===== src/rtl/mem_arbiter.sv =====
// Two-requester arbiter/sequencer in front of a single-port RAM with combinational read.
// One access per three cycles: IDLE samples requests, SERVE drives the RAM, ACK returns data.
module mem_arbiter #(
  parameter int ADDR_W     = 4,
  parameter int DATA_W     = 4,
  parameter int FIXED_PRIO = 0
) (
  input  logic              clk_i,
  input  logic              rst_i,
  input  logic              a_req_i,
  input  logic              a_we_i,
  input  logic [ADDR_W-1:0] a_addr_i,
  input  logic [DATA_W-1:0] a_wdata_i,
  output logic              a_ack_o,
  output logic [DATA_W-1:0] a_rdata_o,
  input  logic              b_req_i,
  input  logic              b_we_i,
  input  logic [ADDR_W-1:0] b_addr_i,
  input  logic [DATA_W-1:0] b_wdata_i,
  output logic              b_ack_o,
  output logic [DATA_W-1:0] b_rdata_o,
  output logic              mem_load_o,
  output logic [ADDR_W-1:0] mem_addr_o,
  output logic [DATA_W-1:0] mem_in_o,
  input  logic [DATA_W-1:0] mem_rdata_i,
  output logic              busy_o
);

  typedef enum logic [1:0] {
    IDLE  = 2'd0,
    SERVE = 2'd1,
    ACK   = 2'd2
  } state_e;

  localparam logic FIXED_EN = (FIXED_PRIO != 0);

  state_e            state_q, state_d;
  logic              sel_q, sel_d;
  logic              last_q, last_d;
  logic [DATA_W-1:0] a_rdata_q, a_rdata_d;
  logic [DATA_W-1:0] b_rdata_q, b_rdata_d;

  // State, grant and read-data registers; last resets to B so A wins the first tie.
  always_ff @(posedge clk_i or posedge rst_i) begin
    if (rst_i) begin
      state_q   <= IDLE;
      sel_q     <= 1'b0;
      last_q    <= 1'b1;
      a_rdata_q <= '0;
      b_rdata_q <= '0;
    end else begin
      state_q   <= state_d;
      sel_q     <= sel_d;
      last_q    <= last_d;
      a_rdata_q <= a_rdata_d;
      b_rdata_q <= b_rdata_d;
    end
  end

  // Next-state: arbitrate in IDLE, capture the RAM word at the end of SERVE.
  always_comb begin
    state_d   = state_q;
    sel_d     = sel_q;
    last_d    = last_q;
    a_rdata_d = a_rdata_q;
    b_rdata_d = b_rdata_q;
    case (state_q)
      IDLE: begin
        if (a_req_i && b_req_i) begin
          sel_d   = FIXED_EN ? 1'b0 : ~last_q;
          state_d = SERVE;
        end else if (a_req_i) begin
          sel_d   = 1'b0;
          state_d = SERVE;
        end else if (b_req_i) begin
          sel_d   = 1'b1;
          state_d = SERVE;
        end else begin
          state_d = IDLE;
        end
      end
      SERVE: begin
        // Read data is the pre-write word even for a write access.
        if (sel_q) begin
          b_rdata_d = mem_rdata_i;
        end else begin
          a_rdata_d = mem_rdata_i;
        end
        last_d  = sel_q;
        state_d = ACK;
      end
      ACK: begin
        state_d = IDLE;
      end
      default: begin
        state_d = IDLE;
      end
    endcase
  end

  // Outputs decoded from registered state/sel only, so reset kills mem_load at once.
  always_comb begin
    mem_load_o = 1'b0;
    mem_addr_o = '0;
    mem_in_o   = '0;
    a_ack_o    = 1'b0;
    b_ack_o    = 1'b0;
    busy_o     = (state_q != IDLE);
    case (state_q)
      SERVE: begin
        if (sel_q) begin
          mem_load_o = b_we_i;
          mem_addr_o = b_addr_i;
          mem_in_o   = b_wdata_i;
        end else begin
          mem_load_o = a_we_i;
          mem_addr_o = a_addr_i;
          mem_in_o   = a_wdata_i;
        end
      end
      ACK: begin
        a_ack_o = ~sel_q;
        b_ack_o = sel_q;
      end
      default: begin
        mem_load_o = 1'b0;
      end
    endcase
  end

  assign a_rdata_o = a_rdata_q;
  assign b_rdata_o = b_rdata_q;

endmodule

===== config.mk =====
export PLATFORM = sky130hd
export DESIGN_NAME = mem_arbiter
export DESIGN_NICKNAME = d
export VERILOG_FILES = /design/src/rtl/mem_arbiter.sv
export SDC_FILE = /design/constraint.sdc
export NUM_CORES = 1
export LEC_CHECK = 0
export ABC_AREA = 0
export ABC_CLOCK_PERIOD_IN_PS = 1500
export BUFFER_PORTS_ARGS = -buffer_cell sky130_fd_sc_hd__clkbuf_2
export CAP_MARGIN = 0
export CORE_AREA = 2 2 44 46
export CTS_CLUSTER_SIZE = 30
export DETAILED_ROUTE_END_ITERATION = 12
export DIE_AREA = 0 0 46 48
export PLACE_DENSITY = 0.7
export SLEW_MARGIN = 20
export SYNTH_ARGS = -nofsm -noshare
export SYNTH_HDL_FRONTEND = slang
export SYNTH_SLANG_ARGS = --single-unit

===== constraint.sdc =====
create_clock -name clk_i -period 1.5 [get_ports clk_i]
set_clock_uncertainty 0.15 [all_clocks]
set_input_delay 0.3 -clock clk_i [delete_from_list [all_inputs] [get_ports clk_i]]
set_output_delay 0.3 -clock clk_i [all_outputs]
set_load 0.05 [all_outputs]

; Word-level counts from Yosys, hierarchy flattened
; Cells that the tools add are included.
[word_totals]
reg_bits = 12
in_bits = 26
output_inout_bits = 20
elab_cells = 31
[classes]
n_eq_ne = 2
n_mux = 15
n_bitwise = 2
n_reduce_logical = 7
[ops]
columns = operator, count
row1 = 4-bit 2-to-1 mux, 4
row2 = 1-bit 2-to-1 mux, 10
row3 = 2-bit AND reduction, 3
row4 = 2-bit one-hot mux with 2 select lines, 1
row5 = 3-bit nonzero test, 1
row6 = "2-bit by 1-bit == test with 1-bit output, second input constant", 1
row7 = "2-bit == test, second input constant", 1
row8 = 2-bit logical NOT, 1
row9 = 1-bit NOT, 2
row10 = 2-bit nonzero test, 1
row11 = 1-bit logical AND, 1

; Logic depth before layout (Yosys ltp)
; Gate-level depths: netlist of run 1.
[logic_depth]
ltp_word = 4
ltp_mapped = 3
mapped_depth_nobuf = 2

; Worst setup path before layout of run 1
; Ideal clock, no wire load.
[synth_timing]
path_kind = register -> output
startpoint = reg sel_q
endpoint = out b_ack_o
t_arrival_ns = 1.844
required_ns = 1.050
slack_ns = -0.794
path_stages_with_launch = 4
n_path_buf = 1
path_cell_list = dfrtp_1 > buf_4 > inv_1 > nor3b_1
[synth_via]
elab_chain_len = 1
[synth_lines]
columns = element, line_no
row1 = start: declaration, 38  ; logic sel_q, sel_d;
row2 = start signal: assignment, 53  ; sel_q <= sel_d;
row3 = 1-bit 2-to-1 mux, 109  ; case (state_q)
row4 = end: declaration, 20  ; output logic b_ack_o,
; No other way between the ends.

; Final worst setup path of run 1
[layout_timing]
startpoint = reg sel_q
endpoint = out mem_addr_o[0]
[layout_via]
elab_chain_len = 2
[layout_lines]
columns = element, line_no
row1 = 4-bit 2-to-1 mux, 111  ; if (sel_q) begin
row2 = 4-bit 2-to-1 mux, 109
row3 = end: declaration, 23  ; output logic [ADDR_W-1:0] mem_addr_o,
; No other way between the ends.

==> out/summary.txt, run 1 <==
Maximum clock frequency - 556 MHz
Die width - 46 um
TNS Setup - -3.58 ns
PortBufs - 45
Routability Congestion - 0.668
RSZ-0062 raised after global routing - true
Crit path to - mem_addr_o[0]
Required @ worst endpoint - 1.05 ns
Post-DRT Antenna Nets - 0
HP Class - in -> reg
Setup violations, final - 18
CTS sink cnt - 12
CP Max Fanout - 5
Area after DPL - 1050 um^2
Drt pass-1 iters - 2
Placeable Area - 1690 um^2
Failing checks - setup timing
Clock-pin slew on the worst setup and hold paths - 0.08 ns
GRT Overall Usage - 20.3%
Place WS - -0.0532 ns
Critical R2R Launch - state_q[0]$_DFF_PP0_
Total wire length - 2.40 mm
TritonCTS clock tree - yes
P&R area growth vs syn - 133%
Static Leakage - 0.690 nW
YS warnings - 0
Avg Cell Area, Syn - 11.5 um^2
FF-to-FF setup slack - -0.08 ns
CP startpoint kind - flip-flop
Max clock buf depth - 2
Total power - 0.00392 W
Global-route wire length before repair - 3.03 mm
GR Overflow Total - 0
# diodes - 0
Initial antenna violation count - 0
Clock Latency Late Sink - 0.27 ns
Std-Cell Rows - 15
Slew Viols, Final - 0
Final min period - 1.80 ns
WL per Instance - 17.5 um
Worst Slack Setup Final - -0.298 ns
Root Buffer - clkbuf_4
Final Hold Vio Count - 0
Synth Instances - 55
Crit path capture type - output port
RR Endpoint - a_rdata_o[0]$_DFFE_PP0P_
Vias in the first global route - 691
Max-cap violations - 0
Fin crit share - 120%
Worst Setup SP - sel_q$_DFFE_PP0P_
Post-Layout Inst Area - 1480 um^2
Yosys reg bits - 12
Die height - 48 um
Nets - 147
Critical Setup Path Class - reg -> out
Slew margin rel. - 69.7%
Distinct cells, synth - 15
Worst R2R Path Depth - 5
Ports - 46
Htree depth - 1
DIE AREA - 2210 um^2
Synthesized Nets - 81
Sequential share of the synthesized area - 47.5%
Least-Margin Pin Slew - 0.455 ns
DRC Markers - 0
Final Core Density - 87.6%
Starting DRT DRC Count - 7
Mapped cell area - 634 um^2
Via-to-Cell Ratio - 4.95
Fraction of layout cells with a size suffix above 1 - 86.7%
Largest net degree at the start of global routing - 13
Max VDD drop - 1.92 mV
Vias - 678
Initial core utilization - 37.6%
Worst EP arrival - 1.35 ns
Pwr/cell area - 2650 nW/um^2
Hold Startpoint - mem_rdata_i[2]
DPL Wire Length - 1.20 mm
TritonCTS Buffers - 3
Status - finished with violations
==> worst max-delay path: stages (launching register included) <==
cell and delay (ns):
dfrtp_2 0.45, buf_12 0.16, mux2i_4 0.19, nor2_4 0.12
buf_8 0.15
==> power breakdown <==
group	internal, W	leakage, nW	switching (W)
clock	0.000147	0.0210	0.000109
combinational	0.00141	0.531	0.00159
sequential	0.000506	0.138	0.000152
==> registers in the layout (all words and copies together), names as in the netlist <==
| name | cells |
|---|---|
| a_rdata_o | 4 |
| b_rdata_o | 4 |
| last_q | 1 |
| state_q | 2 |
| sel_q | 1 |
==> metal layers <==
layer / routed length [um] / GRT usage, % / vias up
met5: 0 / 0 / -
met4: 49 / 10.3 / 0
met3: 105 / 1.51 / 4
met2: 1480 / 42.8 / 30
met1: 764 / 19.1 / 325
li1: - / - / 319
==> how the worst min path moves through the flow <==
stage,endpoint,slack [ns],cells past startpoint
final,b_rdata_o[2]$_DFFE_PP0P_,0.12,2
after global routing,b_rdata_o[2]$_DFFE_PP0P_,0.13,2
after CTS,a_rdata_o[3]$_DFFE_PP0P_,0.12,2
after detailed placement,b_rdata_o[3]$_DFFE_PP0P_,0.16,2
after global placement,b_rdata_o[3]$_DFFE_PP0P_,0.15,2
after floorplan,a_rdata_o[0]$_DFFE_PP0P_,0.01,1
==> cell type report <==
cell class,count,area [um^2]
Sequential cell,12,305
Inverter,3,13.8
Timing Repair Buffer,62,537
Tap cell,17,21.3
Fill cell,71,210
Clock buffer,4,36.3
Multi-Input combinational cell,39,566
==> Yosys cell counts (all sizes together) <==
cell type / instances / area [um^2]
mux2i: 9 / 90.1
inv: 3 / 11.3
mux2: 8 / 90.1
dfrtp: 11 / 275
nand3b: 1 / 7.51
a21bo: 2 / 20.0
nor2: 11 / 41.3
nand2b: 1 / 6.26
o22ai: 1 / 6.26
or2: 1 / 6.26
buf: 2 / 12.5
dfstp: 1 / 26.3
nor3b: 4 / 41.3
==> per-stage QoR <==
| stage | std cells | hold WS (ns) |
|---|---|---|
| finish | 137 | 0.125 |
| global route | 137 | 0.127 |
| CTS | 133 | 0.121 |
| detailed placement | 124 | 0.158 |
| global placement | 124 | 0.149 |
| floorplan | 55 | 0.0140 |
==> cell usage in the layout (no fill, tap or decap), types with 2 or more instances in the layout <==
cell type,n
inv_1,2
dfrtp_2,3
clkbuf_2,33
mux2i_4,9
mux2_4,8
nor2_1,2
dfrtp_1,8
nor3b_4,3
nand2b_4,2
a21bo_2,2
buf_6,6
buf_8,10
nor2_4,9
clkbuf_8,2
clkbuf_4,3
buf_4,8
clkbuf_16,2
==> timing repair <==
item / in CTS / in global routing
pin swaps: 10 / 3
gates cloned: 1 / 1
endpoints found under the setup margin: 16 / 20
buffers inserted: 3 / 3
resized for setup: 51 / 23
endpoints found under the hold margin: 11 / 0
hold buffers: 1 / 0
==> cells by family after synthesis <==
family / count (synthesis) / synth area share, %
AND/OR/NAND/NOR: 18 / 16.2
multiplexers: 17 / 28.4
flip-flops: 12 / 47.5
buffers and inverters: 5 / 3.75
AO/OA/AOI/OAI: 3 / 4.14
(Power assumes the default switching activity.)
==> run 2, diff against run 1 <==
- PLACE_DENSITY: 0.7 -> 0.73
==> out/summary.txt, run 2 (synthesis gave the netlist of run 1 again) <==
Status - finished with violations
Failing checks - setup timing
Maximum clock frequency - 549 MHz (-1.3%)
TritonCTS Buffers - 3 (unchanged)
Crit path capture type - output port
Slew margin rel. - 70.5% (+0.82 points)
FF-to-FF setup slack - -0.21 ns (-0.13 ns)
Total wire length - 2.20 mm (-8.4%)
Hold Startpoint - b_req_i
Pwr/cell area - 2620 nW/um^2 (-1.0%)
Ports - 46 (unchanged)
Crit path to - mem_in_o[1]
Critical R2R Launch - sel_q$_DFFE_PP0P_
PortBufs - 45 (unchanged)
P&R area growth vs syn - 117%
Drt pass-1 iters - 4 (+2)
Clock-pin slew on the worst setup and hold paths - 0.07 ns (about the same)
Std-Cell Rows - 15 (unchanged)
Worst Slack Setup Final - -0.322 ns (-0.0237 ns)
Global-route wire length before repair - 3.06 mm (+1.1%)
Commonest cells after routing, fill and taps aside - 33 x clkbuf_2, 13 x buf_8, 10 x dfrtp_1
DIE AREA - 2210 um^2 (unchanged)
HP Class - in -> reg
Initial core utilization - 37.6% (unchanged)
RSZ-0062 raised after global routing - true
Nets - 142 (-3.4%)
Required @ worst endpoint - 1.05 ns (about the same)
Worst EP arrival - 1.37 ns (+0.02 ns)
CP Max Fanout - 6 (+1)
Slew Viols, Final - 0 (unchanged)
Max VDD drop - 2.03 mV (+5.6%)
TritonCTS clock tree - yes
Htree depth - 1 (unchanged)
Root Buffer - clkbuf_4
Post-Place Cells - 121 (-2.4%)
Hold Path Stages - 3 (+1)
WL per Instance - 16.7 um (-4.9%)
Max-cap violations - 0 (unchanged)
CP startpoint kind - flip-flop
Fraction of layout cells with a size suffix above 1 - 83.5% (-3.2 points)
# diodes - 0 (unchanged)
Initial antenna violation count - 0 (unchanged)
Die height - 48 um (unchanged)
Vias in the first global route - 696 (+0.72%)
DRC Markers - 0 (unchanged)
Fin crit share - 121% (+1.6 points)
Die width - 46 um (unchanged)
Finished Layout Cells - 132 (-3.6%)
Setup violations, final - 20 (+2)
GRT Overall Usage - 20.9% (+0.58 points)
CTS sink cnt - 12 (unchanged)
RR Endpoint - a_rdata_o[3]$_DFFE_PP0P_
Starting DRT DRC Count - 9 (+2)
Clock Latency Late Sink - 0.27 ns (about the same)
Placeable Area - 1690 um^2 (unchanged)
DPL Wire Length - 1.33 mm (+11%)
Final Hold Vio Count - 0 (unchanged)
Largest net degree at the start of global routing - 13 (unchanged)
Least-Margin Pin Slew - 0.442 ns (-0.0123 ns)
Static Leakage - 0.628 nW (-9.0%)
Worst R2R Path Depth - 6 (+1)
Worst Setup SP - sel_q$_DFFE_PP0P_
Critical Setup Path Class - reg -> out
Post-DRT Antenna Nets - 0 (unchanged)
Max clock buf depth - 2 (unchanged)
Final min period - 1.82 ns (+0.0237 ns)
GR Overflow Total - 0 (unchanged)
Routability Congestion - 0.646 (-3.3%)
Worst hold slack - 0.106 ns (-0.0188 ns)
Via-to-Cell Ratio - 5.10 (+3.0%)
Commonest non-fill, non-tap cell in the layout - clkbuf_2
Vias - 673 (-0.74%)
==> run 2: how the worst min path moves through the flow <==
| stage | slack, ns | end |
|---|---|---|
| 6_report | 0.11 | state_q[0]$_DFF_PP0_ |
| 3_5_place_dp | 0.16 | a_rdata_o[2]$_DFFE_PP0P_ |
| 5_1_grt | 0.11 | state_q[0]$_DFF_PP0_ |
| 3_3_place_gp | 0.15 | b_rdata_o[0]$_DFFE_PP0P_ |
| 2_1_floorplan | 0.01 | a_rdata_o[0]$_DFFE_PP0P_ |
| 4_1_cts | 0.09 | state_q[0]$_DFF_PP0_ |
==> run 2: cell type report <==
cell class | instances | area [um^2]
fill | 96 | 312
sequential | 12 | 303
timing repair buffer | 58 | 477
multi-input combinational | 38 | 537
tap | 17 | 21.3
clock buffer | 4 | 26.3
inverter | 3 | 13.8
==> run 2: per-layer routing <==
layer | share of wire (%) | global-route usage, %
met4 | 3.5 | 12.6
met2 | 59 | 43.9
met3 | 6.3 | 3.77
met1 | 31 | 17.6
met5 | 0 | 0
==> run 2: repair_timing <==
item / in CTS / in global routing
resized for setup: 53 / 15
hold buffers: 1 / 0
gates cloned: 0 / 0
setup buffers: 4 / 2
endpoints found under the hold margin: 11 / 0
pin swaps: 11 / 4
endpoints found under the setup margin: 16 / 16
==> run 2: where the power goes <==
part           switching [W]  internal [W]
clock               0.000107      0.000103
combinational        0.00154       0.00124
sequential          0.000123      0.000500
==> run 2: stage by stage <==
step | worst slack (ns) | util, % | total power [W] | TNS (ns) | instance area [um^2]
final | -0.322 | 81.6 | 0.00361 | -4.36 | 1380
after CTS | -0.318 | 79.1 | 0.00344 | -3.87 | 1340
after global routing | -0.370 | 81.6 | 0.00376 | -5.20 | 1380
after detailed placement | -0.0866 | 60.0 | 0.00259 | -0.534 | 1010
after floorplan | -0.110 | - | 0.00220 | -0.143 | 748
after global placement | -0.0409 | 60.0 | 0.00255 | -0.275 | 1010
==> run 2: critical path, cell delays in order (launching register included) <==
cell and delay, ns:
dfrtp_1 0.42, buf_12 0.18, mux2i_4 0.29, nor2_4 0.05, buf_8 0.15
==> run 3, diff against run 2 <==
- BUFFER_PORTS_ARGS: -buffer_cell sky130_fd_sc_hd__clkbuf_2 -> not set
- CORE_AREA: 2 2 44 46 -> 2 2 39 41
- DIE_AREA: 0 0 46 48 -> 0 0 41 43
- DONT_BUFFER_PORTS: not set -> 1
- PLACE_DENSITY: 0.73 -> 0.59
==> out/summary.txt, run 3 (synthesis gave the netlist of run 1 again) <==
Largest net degree at the start of global routing - 13 (unchanged)
Worst Setup SP - sel_q$_DFFE_PP0P_
Setup violations, final - 16 (-20%)
Max VDD drop - 2.02 mV (-0.36%)
Required @ worst endpoint - 1.05 ns (about the same)
TNS Setup - -3.59 ns (+0.771 ns)
Commonest non-fill, non-tap cell in the layout - buf_12
P&R area growth vs syn - 106%
Crit-path slowest cell - dfrtp_2
CP startpoint kind - flip-flop
Worst path cell trace - buf_12 -> mux2i_4 -> nor2_4 -> buf_12
Initial core utilization - 45.8% (+8.3 points)
Clock-pin slew on the worst setup and hold paths - 0.07 ns (about the same)
Fraction of layout cells with a size suffix above 1 - 80.5% (-3.0 points)
GR Overflow Total - 0 (unchanged)
Status - finished with violations
CP Max Fanout - 5 (-1)
CTS sink cnt - 12 (unchanged)
Worst EP arrival - 1.35 ns (-0.02 ns)
Starting DRT DRC Count - 23 (+14)
Most frequent cell on the critical path - buf_12
DIE AREA - 1760 um^2 (-20%)
RSZ-0062 raised after global routing - true
DPL Wire Length - 1.38 mm (+4.0%)
Register area - 305 um^2 (+0.83%)
Vias in the first global route - 578 (-17%)
Via-to-Cell Ratio - 5.87 (+15%)
Area after DPL - 1020 um^2 (+0.62%)
Slowest stage delay, CP - 0.46 ns (+0.04 ns)
Maximum clock frequency - 555 MHz (+1.1%)
Routability Congestion - 0.731 (+13%)
HP Class - in -> reg
Hold Startpoint - mem_rdata_i[1]
Clock Latency Late Sink - 0.26 ns (about the same)
Worst Slack Setup Final - -0.302 ns (+0.0196 ns)
Placeable Area - 1380 um^2 (-18%)
Ports - 46 (unchanged)
Multi-input combinational cell area - 551 um^2 (+2.6%)
Max-cap violations - 0 (unchanged)
PortBufs - 0 (-100%)
Final Hold Vio Count - 0 (unchanged)
Crit path capture type - output port
Critical R2R Launch - sel_q$_DFFE_PP0P_
Std-Cell Rows - 14 (-1)
Critical Setup Path Class - reg -> out
Htree depth - 1 (unchanged)
Die width - 41 um (-11%)
DRC Markers - 0 (unchanged)
TritonCTS clock tree - yes
Post-DRT Antenna Nets - 0 (unchanged)
Commonest cells after routing, fill and taps aside - 13 x buf_12, 9 x mux2i_4, 9 x nor2_4
Total power - 0.00376 W (+4.0%)
Failing checks - setup timing
Vias - 575 (-15%)
Drt pass-1 iters - 4 (unchanged)
Slew margin rel. - 66.0% (-4.4 points)
Root Buffer - clkbuf_4
Post-Layout Inst Area - 1300 um^2 (-5.4%)
Initial antenna violation count - 0 (unchanged)
Global-route wire length before repair - 2.70 mm (-12%)
Die height - 43 um (-10%)
# diodes - 0 (unchanged)
Least-Margin Pin Slew - 0.510 ns (+0.0672 ns)
Total wire length - 2.50 mm (+14%)
Pwr/cell area - 2880 nW/um^2 (+9.9%)
TritonCTS Buffers - 3 (unchanged)
Fill count - 37 (-61%)
Fin crit share - 120% (-1.3 points)
Final min period - 1.80 ns (-0.0196 ns)
Nets - 109 (-23%)
Max clock buf depth - 2 (unchanged)
Static Leakage - 0.515 nW (-18%)
GRT Overall Usage - 24.4% (+3.5 points)
WL per Instance - 25.5 um (+53%)
Slew Viols, Final - 0 (unchanged)
[run 3: changes by cell type in the layout (fill, tap and decap cells not counted)]
cell / delta
clkbuf_2: -33
buf_6: +1
clkbuf_1: -1
dfrtp_2: +2
buf_8: -13
clkbuf_16: +1
dfrtp_1: -2
buf_4: -2
buf_12: +12
clkbuf_8: +1
nand2b_4: +1
[run 3: timing repair]
item | CTS | global route
endpoints found under the setup margin | 15 | 20
pin swaps | 4 | 12
endpoints found under the hold margin | 11 | 0
gates cloned | 0 | 2
hold buffers | 1 | 0
buffers inserted | 3 | 3
resized for setup | 21 | 11
[run 3: metrics by stage]
step                worst slack (ns)  std cells  hold slack, ns  util, %
global placement              0.0133         86          0.0380     73.7
finish                        -0.302         98          0.0332     94.2
CTS                           -0.304         94          0.0138     85.4
floorplan                     -0.110         55          0.0140        -
detailed placement           -0.0656         86          0.0589     73.7
global route                  -0.350         98          0.0200     94.2
[run 3: per-layer routing]
layer  part of all wire (%)  routed length [um]  GRT usage (%)  vias up
li1                       -                   -              -      248
met1                     30                 746           24.8      276
met5                      0                   0              0        -
met2                     60                1500           42.8       37
met3                    4.6                 114           4.19       14
met4                    5.6                 139           14.0        0
[run 3: final cells by class]
class,instances,area share [%]
inverters,3,1.06
repair buffers,24,29.0
clock buffers,4,2.78
well taps,16,1.54
multi-input cells,39,42.2
flip-flops and latches,12,23.4
[run 3: final timing paths]
check                                           end  slack [ns]  cells after the start
setup / recovery                      mem_addr_o[3]       -0.30                      4
hold / removal             a_rdata_o[1]$_DFFE_PP0P_        0.03                      1
setup reg to reg           a_rdata_o[3]$_DFFE_PP0P_       -0.11                      5
hold reg to reg                  last_q$_DFFE_PP1N_        0.42                      1
max in group asynchronous        last_q$_DFFE_PP1N_        0.52                      2
min in group asynchronous  a_rdata_o[0]$_DFFE_PP0P_        0.35                      2
[run 3: worst max-delay path: cells and delay by family, from the launching register on]
| kind | cells | cell delay (ns) |
|---|---|---|
| and+or+nand+nor | 1 | 0.13 |
| muxes | 1 | 0.19 |
| DFF | 1 | 0.46 |
| buffers and inverters | 2 | 0.31 |
[run 3: power breakdown]
group / total [W] / internal, W / switching [W]
clock network: 0.000243 / 0.000147 / 0.0000962
registers: 0.00109 / 0.000498 / 0.000587
logic: 0.00243 / 0.00129 / 0.00114
